===== config.mk =====
export PLATFORM = sky130hd
export DESIGN_NAME = arb_merge_node_flat
export DESIGN_NICKNAME = d
export VERILOG_FILES = /design/src/rtl/noc_pkg.sv /design/src/rtl/arb_merge_node_if.sv /design/src/rtl/merge_fifo.sv /design/src/rtl/arb_merge_node.sv /design/src/flat_wrapper.sv
export SDC_FILE = /design/constraint.sdc
export NUM_CORES = 1
export LEC_CHECK = 0
export BUFFER_PORTS_ARGS = -buffer_cell sky130_fd_sc_hd__buf_2
export CAP_MARGIN = 20
export CORE_MARGIN = 1.5
export CORE_UTILIZATION = 50
export CTS_CLUSTER_DIAMETER = 150
export DETAILED_ROUTE_END_ITERATION = 10
export MAX_ROUTING_LAYER = met4
export PLACE_DENSITY = 0.75
export SLEW_MARGIN = 20
export SYNTH_ARGS = -nofsm -noshare
export SYNTH_HDL_FRONTEND = slang
export SYNTH_SLANG_ARGS = --single-unit

===== constraint.sdc =====
create_clock -name CLK -period 1.5 [get_ports CLK]
set_input_delay 0.15 -clock CLK [delete_from_list [all_inputs] [get_ports CLK]]
set_output_delay 0.15 -clock CLK [all_outputs]
set_load 0.03 [all_outputs]

===== src/rtl/noc_pkg.sv =====
// Shared NoC types for the binary-tree split and merge nodes.
package noc_pkg;

  localparam int PKT_W    = 9;
  localparam int ADDR_MSB = 8;
  localparam int ADDR_LSB = 5;

  typedef logic [PKT_W-1:0] pkt_t;

  typedef enum logic {
    SRC_0 = 1'b0,
    SRC_1 = 1'b1
  } src_t;

  // The input that gets priority after the given one has been granted.
  function automatic src_t other_src(input src_t s);
    return (s == SRC_0) ? SRC_1 : SRC_0;
  endfunction

endpackage


===== src/rtl/arb_merge_node_if.sv =====
// Child-side and parent-side handshake bundle of the merge node.
interface arb_merge_node_if #(
  parameter int W = noc_pkg::PKT_W
);

  logic         in0_valid;
  logic [W-1:0] in0_data;
  logic         in0_ready;
  logic         in1_valid;
  logic [W-1:0] in1_data;
  logic         in1_ready;
  logic         out_valid;
  logic [W-1:0] out_data;
  logic         out_src;
  logic         out_ready;

  // Node side: consumes child packets, produces the merged stream.
  modport slave (
    input  in0_valid, in0_data, in1_valid, in1_data, out_ready,
    output in0_ready, in1_ready, out_valid, out_data, out_src
  );

  // Environment side: the two children and the parent.
  modport master (
    output in0_valid, in0_data, in1_valid, in1_data, out_ready,
    input  in0_ready, in1_ready, out_valid, out_data, out_src
  );

endinterface


===== src/rtl/merge_fifo.sv =====
// Small register-based input FIFO of the merge node. No fall-through:
// a pushed entry becomes visible at the head one cycle after the push.
module merge_fifo #(
  parameter int W     = 9,
  parameter int DEPTH = 2
) (
  input  logic                   clk,
  input  logic                   rst,
  input  logic                   push_i,
  input  logic [W-1:0]           din_i,
  output logic                   full_o,
  input  logic                   pop_i,
  output logic [W-1:0]           dout_o,
  output logic                   empty_o,
  output logic [$clog2(DEPTH):0] count_o
);

  localparam int PW = $clog2(DEPTH);
  localparam int CW = PW + 1;

  logic [W-1:0]  mem_q [DEPTH];
  logic [PW-1:0] wr_ptr_q, wr_ptr_d;
  logic [PW-1:0] rd_ptr_q, rd_ptr_d;
  logic [CW-1:0] count_q, count_d;

  // Next pointers wrap naturally because DEPTH is a power of two.
  always_comb begin
    wr_ptr_d = push_i ? wr_ptr_q + PW'(1) : wr_ptr_q;
    rd_ptr_d = pop_i  ? rd_ptr_q + PW'(1) : rd_ptr_q;
    count_d  = count_q;
    if (push_i && !pop_i) begin
      count_d = count_q + CW'(1);
    end else if (!push_i && pop_i) begin
      count_d = count_q - CW'(1);
    end
  end

  // Storage array: data only, so it is not reset.
  always_ff @(posedge clk) begin
    if (push_i) begin
      mem_q[wr_ptr_q] <= din_i;
    end
  end

  // Pointer and occupancy state.
  always_ff @(posedge clk or posedge rst) begin
    if (rst) begin
      wr_ptr_q <= '0;
      rd_ptr_q <= '0;
      count_q  <= '0;
    end else begin
      wr_ptr_q <= wr_ptr_d;
      rd_ptr_q <= rd_ptr_d;
      count_q  <= count_d;
    end
  end

  assign full_o  = (count_q == CW'(DEPTH));
  assign empty_o = (count_q == '0);
  assign dout_o  = mem_q[rd_ptr_q];
  assign count_o = count_q;

  a_no_overflow  : assert property (@(posedge clk) disable iff (rst) !(push_i && full_o));
  a_no_underflow : assert property (@(posedge clk) disable iff (rst) !(pop_i && empty_o));

endmodule


===== src/rtl/arb_merge_node.sv =====
// Two-into-one packet merge node: two input FIFOs, round-robin grant,
// one registered output stage tagged with the winning source.
module arb_merge_node
  import noc_pkg::*;
#(
  parameter int W     = PKT_W,
  parameter int DEPTH = 2
) (
  input logic              CLK,
  input logic              RESET,
  arb_merge_node_if.slave  bus
);

  localparam int CW = $clog2(DEPTH) + 1;

  logic          push0, push1, pop0, pop1;
  logic          full0, full1, empty0, empty1;
  logic [W-1:0]  head0, head1;
  logic [CW-1:0] cnt0, cnt1;

  logic          rdy_en_q;
  logic          load;
  logic          gnt_vld;
  src_t          gnt_src;

  logic          out_valid_q, out_valid_d;
  logic [W-1:0]  out_data_q,  out_data_d;
  src_t          out_src_q,   out_src_d;
  src_t          rr_ptr_q,    rr_ptr_d;

  // Ready is held low through reset and for the first cycle after it.
  assign bus.in0_ready = rdy_en_q && (cnt0 < CW'(DEPTH));
  assign bus.in1_ready = rdy_en_q && (cnt1 < CW'(DEPTH));
  assign push0 = bus.in0_valid && bus.in0_ready;
  assign push1 = bus.in1_valid && bus.in1_ready;

  merge_fifo #(.W(W), .DEPTH(DEPTH)) u_fifo0 (
    .clk     (CLK),
    .rst     (RESET),
    .push_i  (push0),
    .din_i   (bus.in0_data),
    .full_o  (full0),
    .pop_i   (pop0),
    .dout_o  (head0),
    .empty_o (empty0),
    .count_o (cnt0)
  );

  merge_fifo #(.W(W), .DEPTH(DEPTH)) u_fifo1 (
    .clk     (CLK),
    .rst     (RESET),
    .push_i  (push1),
    .din_i   (bus.in1_data),
    .full_o  (full1),
    .pop_i   (pop1),
    .dout_o  (head1),
    .empty_o (empty1),
    .count_o (cnt1)
  );

  // Round-robin grant and next output-stage contents; only acts when the
  // output register is free or being drained this cycle.
  always_comb begin
    load    = !out_valid_q || bus.out_ready;
    gnt_vld = !empty0 || !empty1;
    if (!empty0 && !empty1) begin
      gnt_src = rr_ptr_q;
    end else if (!empty1) begin
      gnt_src = SRC_1;
    end else begin
      gnt_src = SRC_0;
    end
    pop0 = load && gnt_vld && (gnt_src == SRC_0);
    pop1 = load && gnt_vld && (gnt_src == SRC_1);

    out_valid_d = out_valid_q;
    out_data_d  = out_data_q;
    out_src_d   = out_src_q;
    rr_ptr_d    = rr_ptr_q;
    if (load) begin
      out_valid_d = gnt_vld;
      if (gnt_vld) begin
        out_data_d = (gnt_src == SRC_1) ? head1 : head0;
        out_src_d  = gnt_src;
        rr_ptr_d   = other_src(gnt_src);
      end
    end
  end

  // Output register, round-robin pointer and post-reset ready enable.
  always_ff @(posedge CLK or posedge RESET) begin
    if (RESET) begin
      rdy_en_q    <= 1'b0;
      out_valid_q <= 1'b0;
      out_data_q  <= '0;
      out_src_q   <= SRC_0;
      rr_ptr_q    <= SRC_0;
    end else begin
      rdy_en_q    <= 1'b1;
      out_valid_q <= out_valid_d;
      out_data_q  <= out_data_d;
      out_src_q   <= out_src_d;
      rr_ptr_q    <= rr_ptr_d;
    end
  end

  assign bus.out_valid = out_valid_q;
  assign bus.out_data  = out_data_q;
  assign bus.out_src   = out_src_q;

  a_push0_not_full : assert property (@(posedge CLK) disable iff (RESET) push0 |-> !full0);
  a_push1_not_full : assert property (@(posedge CLK) disable iff (RESET) push1 |-> !full1);
  a_stall_stable   : assert property (@(posedge CLK) disable iff (RESET)
                       (out_valid_q && !bus.out_ready) |=> ($stable(out_data_q) && $stable(out_src_q)));

endmodule


===== src/flat_wrapper.sv =====
// flat-port wrapper written by rule: the top's interface ports become plain ports
module arb_merge_node_flat import noc_pkg::*;
#(
  parameter int W     = PKT_W,
  parameter int DEPTH = 2
)
  (CLK, RESET, bus_in0_valid, bus_in0_data, bus_in1_valid, bus_in1_data, bus_out_ready, bus_in0_ready, bus_in1_ready, bus_out_valid, bus_out_data, bus_out_src);
  arb_merge_node_if #(.W(W)) bus_i ();
  input logic CLK;
  input logic RESET;
  input wire logic [$bits(bus_i.in0_valid)-1:0] bus_in0_valid;
  input wire logic [$bits(bus_i.in0_data)-1:0] bus_in0_data;
  input wire logic [$bits(bus_i.in1_valid)-1:0] bus_in1_valid;
  input wire logic [$bits(bus_i.in1_data)-1:0] bus_in1_data;
  input wire logic [$bits(bus_i.out_ready)-1:0] bus_out_ready;
  output wire logic [$bits(bus_i.in0_ready)-1:0] bus_in0_ready;
  output wire logic [$bits(bus_i.in1_ready)-1:0] bus_in1_ready;
  output wire logic [$bits(bus_i.out_valid)-1:0] bus_out_valid;
  output wire logic [$bits(bus_i.out_data)-1:0] bus_out_data;
  output wire logic [$bits(bus_i.out_src)-1:0] bus_out_src;
  assign bus_i.in0_valid = bus_in0_valid;
  assign bus_i.in0_data = bus_in0_data;
  assign bus_i.in1_valid = bus_in1_valid;
  assign bus_i.in1_data = bus_in1_data;
  assign bus_i.out_ready = bus_out_ready;
  assign bus_in0_ready = bus_i.in0_ready;
  assign bus_in1_ready = bus_i.in1_ready;
  assign bus_out_valid = bus_i.out_valid;
  assign bus_out_data = bus_i.out_data;
  assign bus_out_src = bus_i.out_src;
  arb_merge_node #(.W(W), .DEPTH(DEPTH)) u_core (.CLK(CLK), .RESET(RESET), .bus(bus_i));
endmodule

==> results of run 1 <==
## logic make-up (layout without fill, tap and decap cells)
family                   after synthesis  count (layout)  synth area share [%]
flip-flops                            57              57                  70.1
AO/OA/AOI/OAI                         23              23                  9.99
multiplexers                          18              18                  7.86
AND/OR/NAND/NOR                       17              17                  3.93
XOR/XNOR                              10              10                  3.82
buffers and inverters                  9              84                  3.00
adder cells (fa/ha/maj)                2               2                  1.09
other                                  1               1                 0.164
## how the worst min path moves through the flow
stage                          from                                    to  slack (ns)
detailed placement            RESET    u_core.bus.out_data[6]$_DFFE_PP0N_        0.20
global placement              RESET    u_core.bus.out_data[8]$_DFFE_PP0N_        0.19
CTS                 bus_in0_data[5]  u_core.u_fifo0.mem_q[0][5]$_DFFE_PP_       0.002
finish              bus_in0_data[0]  u_core.u_fifo0.mem_q[0][0]$_DFFE_PP_        0.01
global route        bus_in0_data[6]  u_core.u_fifo0.mem_q[0][6]$_DFFE_PP_      0.0005
floorplan                     RESET    u_core.bus.out_data[0]$_DFFE_PP0N_        0.13
## synth_stat cells
cell,count
and3_1,2
buf_6,2
xor2_1,4
conb_1,1
ha_1,2
nand2_1,4
mux2i_1,18
inv_1,3
edfxtp_1,36
o221ai_1,1
o21ai_2,1
nor2_2,1
o221ai_2,8
clkbuf_2,3
nor4_2,1
o21a_1,1
nor2b_1,3
dfrtp_1,21
o211ai_1,1
o21ai_0,1
o221ai_4,1
o21ai_1,9
nand2b_1,1
buf_12,1
xnor2_1,6
nor2_1,5
## repair_timing
| action | in CTS | in global routing |
|---|---|---|
| hold endpoints to repair | 41 | 4 |
| gates cloned | 0 | 0 |
| setup buffers | 2 | 0 |
| hold buffers | 12 | 2 |
| pin swaps | 1 | 3 |
| endpoints found under the setup margin | 1 | 4 |
## area by class of cell
class,count,area share [%]
Sequential cell,57,53.0
Multi-Input combinational cell,71,22.0
Timing Repair Buffer,65,14.7
Clock buffer,12,5.47
Clock inverter,4,2.38
Tap cell,52,2.14
Inverter,3,0.370
## worst reg2reg max path, stage by stage, from the launching register on
cell      delay (ns)
dfrtp_2         0.43
o21ai_1         0.16
o211ai_1        0.19
ha_4            0.21
xor2_1          0.13
nor2_1          0.12
xor2_1          0.16
## power by group
group | switching (mW) | total, mW | internal [mW]
clock network | 0.598 | 1.68 | 1.08
registers | 0.304 | 2.38 | 2.07
logic | 1.15 | 2.07 | 0.923
total | 2.05 | 6.12 | 4.07
## layer usage
metal | GRT usage (%) | routed length [um] | vias to the layer above | share of wire, %
li1 | - | - | 655 | -
met1 | 23.2 | 1840 | 673 | 41
met2 | 31.8 | 2340 | 31 | 52
met3 | 7.55 | 193 | 9 | 4.3
met4 | 10.5 | 89 | 0 | 2.0
met5 | - | 0 | - | 0
## registers in the layout, summed over array words and instances (netlist names), 2 cells and up
name / flops
u_core.u_fifo1.count_o: 2
u_core.u_fifo0.mem_q: 18
u_core.bus.out_data: 9
u_core.u_fifo0.count_o: 2
u_core.u_fifo1.mem_q: 18
==> flow_summary.json, run 1 <==
{
  "layout.nets": 232,
  "min_path_type": "in2reg",
  "r2r_start": "u_core.u_fifo1.count_o[1]$_DFFE_PP0P_",
  "wl_um": 4470,
  "max_freq_mhz": 672,
  "p_leak_nw": 1.25,
  "status": "finished clean",
  "coreArea_sq_um": 4380,
  "slew_violations": 0,
  "setup_viol": 0,
  "seqCellArea_sq_um": 1610,
  "nFillCells": 299,
  "clk_pin_slew_worst_paths_ns": 0.07,
  "syn_inst": 137,
  "rows": 24,
  "cts_htree_levels": 3,
  "worst-path-stages": 6,
  "syn_to_final_growth_pct": 32.8,
  "place_congestion": 0.810,
  "finClkSkew_ns": 0.00587,
  "fin_cells": 264,
  "die_area_sq_um": 5000,
  "seq_area_frac_synth_pct": 70.1,
  "drt_first_iter_violations": 98,
  "first_pass_iters": 4,
  "crit_top_cell": "xor2_1",
  "dp_cells": 233,
  "vias": 1368,
  "startpoint_type": "register",
  "routed_via_density": 5.18,
  "r2r_cells": 6,
  "num_io_pins": 36,
  "reg2reg_slack_ns": 0.01,
  "syn_area_sq_um": 2290,
  "die_y_um": 70.7,
  "worstSetupPathType": "reg2reg",
  "antenna_found_initial": 0,
  "cp_cell_sequence": "o21ai_1, o211ai_1, ha_4, xor2_1, nor2_1, xor2_1",
  "p_per_area_nw_per_um2": 2010,
  "ant_nets": 0,
  "die_w_um": 70.7,
  "post-route-util_pct": 69.4,
  "finalHoldViolCount": 0,
  "synth_top_area_share_pct": 47.2,
  "cp_slowest_cell": "dfrtp_2",
  "clkSinkCount": 57,
  "fin_ws_ns": 0.0111,
  "worstSetupStartpoint": "u_core.u_fifo1.count_o[1]$_DFFE_PP0P_",
  "first_global_vias": 1532,
  "cts_tree": "done",
  "clock-root-buffer": "clkbuf_8",
  "remaining_drc_errors": 0,
  "track_usage_pct": 20.4,
  "final_common_cell": "edfxtp_1",
  "fin_crit_ns": 1.49,
  "wire_per_inst_um": 16.9,
  "whs_path_depth": 1,
  "totalNegativeSetupSlack_ns": 0,
  "post-dp-hpwl_um": 3050,
  "grt_max_degree": 22,
  "cts_resized": 0,
  "ys_warn_count": 0,
  "post-route-period-util_pct": 99.3,
  "dpl-instance-area_sq_um": 2660,
  "hold_ws_ns": 0.0115,
  "syn_avg_cell_area_sq_um": 16.7,
  "layout_common_cells": "edfxtp_1 (36), buf_2 (35), mux2i_1 (18)",
  "critPathRequiredTime_ns": 1.75,
  "drive_above_1_share_pct": 42.0,
  "path_delay_family": "flip-flops",
  "grt_overflow_total": 0,
  "endpoint_kind": "register",
  "cts_buffer_depth": 2,
  "endpoint": "u_core.u_fifo0.count_o[1]$_DFFE_PP0P_",
  "io_buffers": 35,
  "crit-reg2reg-capture": "u_core.u_fifo0.count_o[1]$_DFFE_PP0P_",
  "ys_types": 26,
  "yosysTopAreaCell": "edfxtp_1",
  "worst_ep_arrival_time_ns": 1.74,
  "cp_num_buf_inv": 0,
  "cts_buffers": 9,
  "insertion_delay_ns": 0.33,
  "rsz0062_at_grt": "true",
  "maxCapViolCount": 0,
  "multi_input_area_sq_um": 668,
  "initial_utilization_pct": 52.3,
  "cp_max_fo": 3,
  "yosys-top-cells-area": "edfxtp_1 (47%), dfrtp_1 (23%), mux2i_1 (7.9%)",
  "ir_worst_vdd_uv": 946,
  "antenna_cells": 0,
  "grt_pass1_wl_um": 7200,
  "post-place-ws_ns": -0.00959,
  "totalPowerFinal_mw": 6.12,
  "synth_seq_cells": 57,
  "cp_slowest_stage_delay_ns": 0.43,
  "synth_nets": 162,
  "design_area_sq_um": 3040
}
Note: power is estimated with default switching activity, not from simulation.
==> run 2, diff against run 1 <==
--- a/config.mk
+++ b/config.mk
@@ -13,6 +13,7 @@
 export DETAILED_ROUTE_END_ITERATION = 10
 export MAX_ROUTING_LAYER = met4
 export PLACE_DENSITY = 0.75
+export RECOVER_POWER = 25
 export SLEW_MARGIN = 20
 export SYNTH_ARGS = -nofsm -noshare
 export SYNTH_HDL_FRONTEND = slang
==> run 2 against run 1 <==
Effect of this change: combinational power hardly changed; clock skew is 0.00053 ns higher; sequential share of layout area is 0.13 points higher; register-to-register slack hardly changed; routed wire length is 0.43% higher; total power hardly changed; via count hardly changed; die area stayed put; clock power hardly changed; first-iteration DRC count is 4.1% higher.
==> flow_summary.json, run 2 (synthesis results as in run 1) <==
{
  "wl_um": 4490,
  "totalNegativeSetupSlack_ns": 0,
  "maxCapViolCount": 0,
  "power.internal_mw": 4.07,
  "track_usage_pct": 20.4,
  "drt_first_iter_violations": 102,
  "place_congestion": 0.810,
  "ir_worst_vdd_uv": 947,
  "layout_common_cells": "edfxtp_1 (36), buf_2 (31), mux2i_1 (18)",
  "tightest_slew_ns": 0.540,
  "cp_cell_sequence": "o21ai_1, o211ai_1, ha_4, xor2_1, nor2_1, xor2_1",
  "clkPwrFrac_pct": 27.4,
  "worst_ep_arrival_time_ns": 1.74,
  "ant_nets": 0,
  "layout.nets": 232,
  "setup_viol": 0,
  "post-route-period-util_pct": 99.3,
  "post-dp-hpwl_um": 3050,
  "first_global_vias": 1532,
  "wire_per_inst_um": 17.0,
  "cts_buffer_depth": 2,
  "status": "finished clean",
  "die_area_sq_um": 5000,
  "clock-root-buffer": "clkbuf_8",
  "post-route-util_pct": 69.2,
  "grt_max_degree": 22,
  "clk_pin_slew_worst_paths_ns": 0.07,
  "first_pass_iters": 4,
  "power.switching_mw": 2.05,
  "fin_crit_ns": 1.49,
  "remaining_drc_errors": 0,
  "die_w_um": 70.7,
  "endpoint_kind": "register",
  "p_comb_share_pct": 33.8,
  "cp_max_fo": 3,
  "num_io_pins": 36,
  "vias": 1369,
  "max_freq_mhz": 672,
  "grtUsageMet3_pct": 7.55,
  "antenna_cells": 0,
  "p_per_area_nw_per_um2": 2020,
  "grt.busiest_layer": "met2",
  "cts_buffers": 9,
  "insertion_delay_ns": 0.33,
  "finClkSkew_ns": 0.00641,
  "path_delay_family": "flip-flops",
  "seqPwrFrac_pct": 38.9,
  "p_leak_nw": 1.24,
  "coreArea_sq_um": 4380,
  "drive_above_1_share_pct": 40.1,
  "slew_violations": 0,
  "fin_ws_ns": 0.0112,
  "worstSetupPathType": "reg2reg",
  "post-place-ws_ns": -0.00959,
  "min_path_type": "in2reg",
  "cts_htree_levels": 3,
  "grt_pass1_wl_um": 7200,
  "cts_tree": "done",
  "startpoint_type": "register",
  "crit_top_cell": "xor2_1",
  "max-slew-margin-rel_pct": 64.0,
  "syn_to_final_growth_pct": 32.5,
  "antenna_found_initial": 0,
  "cp_num_buf_inv": 0,
  "p_sw_share_pct": 33.5,
  "routed_via_density": 5.19,
  "finalHoldViolCount": 0,
  "initial_utilization_pct": 52.3,
  "met2_usage_pct": 31.8,
  "totalPowerFinal_mw": 6.12,
  "rsz0062_at_grt": "true",
  "critPathRequiredTime_ns": 1.75,
  "grt_overflow_total": 0,
  "rows": 24,
  "clkSinkCount": 57,
  "final_common_cell": "edfxtp_1",
  "cp_slowest_stage_delay_ns": 0.43,
  "die_y_um": 70.7,
  "gr-usage-met1_pct": 23.2,
  "cp_slowest_cell": "dfrtp_2",
  "io_buffers": 35
}
-- run 2: worst paths after layout --
path                                                             from                                     to  slack [ns]  cells after the start
worst max-delay path            u_core.u_fifo1.count_o[1]$_DFFE_PP0P_  u_core.u_fifo0.count_o[1]$_DFFE_PP0P_        0.01                      6
worst min-delay path                                  bus_in1_data[2]   u_core.u_fifo1.mem_q[1][2]$_DFFE_PP_        0.02                      1
worst max register to register  u_core.u_fifo1.count_o[1]$_DFFE_PP0P_  u_core.u_fifo0.count_o[1]$_DFFE_PP0P_        0.01                      6
worst min register to register     u_core.bus.out_data[3]$_DFFE_PP0N_     u_core.bus.out_data[3]$_DFFE_PP0N_        0.51                      2
max in group asynchronous                                       RESET  u_core.u_fifo1.count_o[1]$_DFFE_PP0P_        0.62                      4
min in group asynchronous                                       RESET     u_core.bus.out_data[2]$_DFFE_PP0N_        0.48                      4
-- run 2: repair_timing --
item                       CTS  global route
buffers inserted             2             0
hold endpoints to repair    41             4
setup endpoints to repair    1             4
hold buffers                12             2
pin swaps                    1             3
resized for setup            0             0
-- run 2: cell type report --
type,count,area [sq um]
sequential,57,1610
clock inverter,4,72.6
timing repair buffer,65,440
tap,52,65.1
fill,302,1350
clock buffer,12,166
multi-input combinational,71,668
inverter,3,11.3
-- run 2: per-stage QoR --
stage | hold slack [ns] | instances | cell area (sq um)
4_1_cts | 0.00160 | 263 | 3030
2_1_floorplan | 0.126 | 137 | 2350
6_report | 0.0221 | 264 | 3040
3_3_place_gp | 0.187 | 233 | 2660
5_1_grt | 0.00179 | 264 | 3040
3_5_place_dp | 0.197 | 233 | 2660
-- run 2: metal layers --
| layer | up-vias | routed length (um) |
|---|---|---|
| li1 | 655 | - |
| met1 | 672 | 1850 |
| met2 | 33 | 2340 |
| met3 | 9 | 205 |
| met4 | 0 | 89 |
| met5 | - | 0 |
-- run 2: worst register-to-register path: stages (launching register included) --
cell and delay (ns):
dfrtp_2 0.43, o21ai_1 0.16, o211ai_1 0.19, ha_4 0.21, xor2_1 0.13, nor2_1 0.12
xor2_1 0.16
-- run 2: power by group through the flow --
stage / sequential, mW / clock, mW / combinational (mW)
floorplan: 2.61 / 0 / 1.26
global placement: 2.41 / 0 / 1.95
detailed placement: 2.43 / 0 / 2.01
CTS: 2.38 / 1.69 / 2.10
global route: 2.43 / 1.76 / 2.22
finish: 2.38 / 1.67 / 2.07
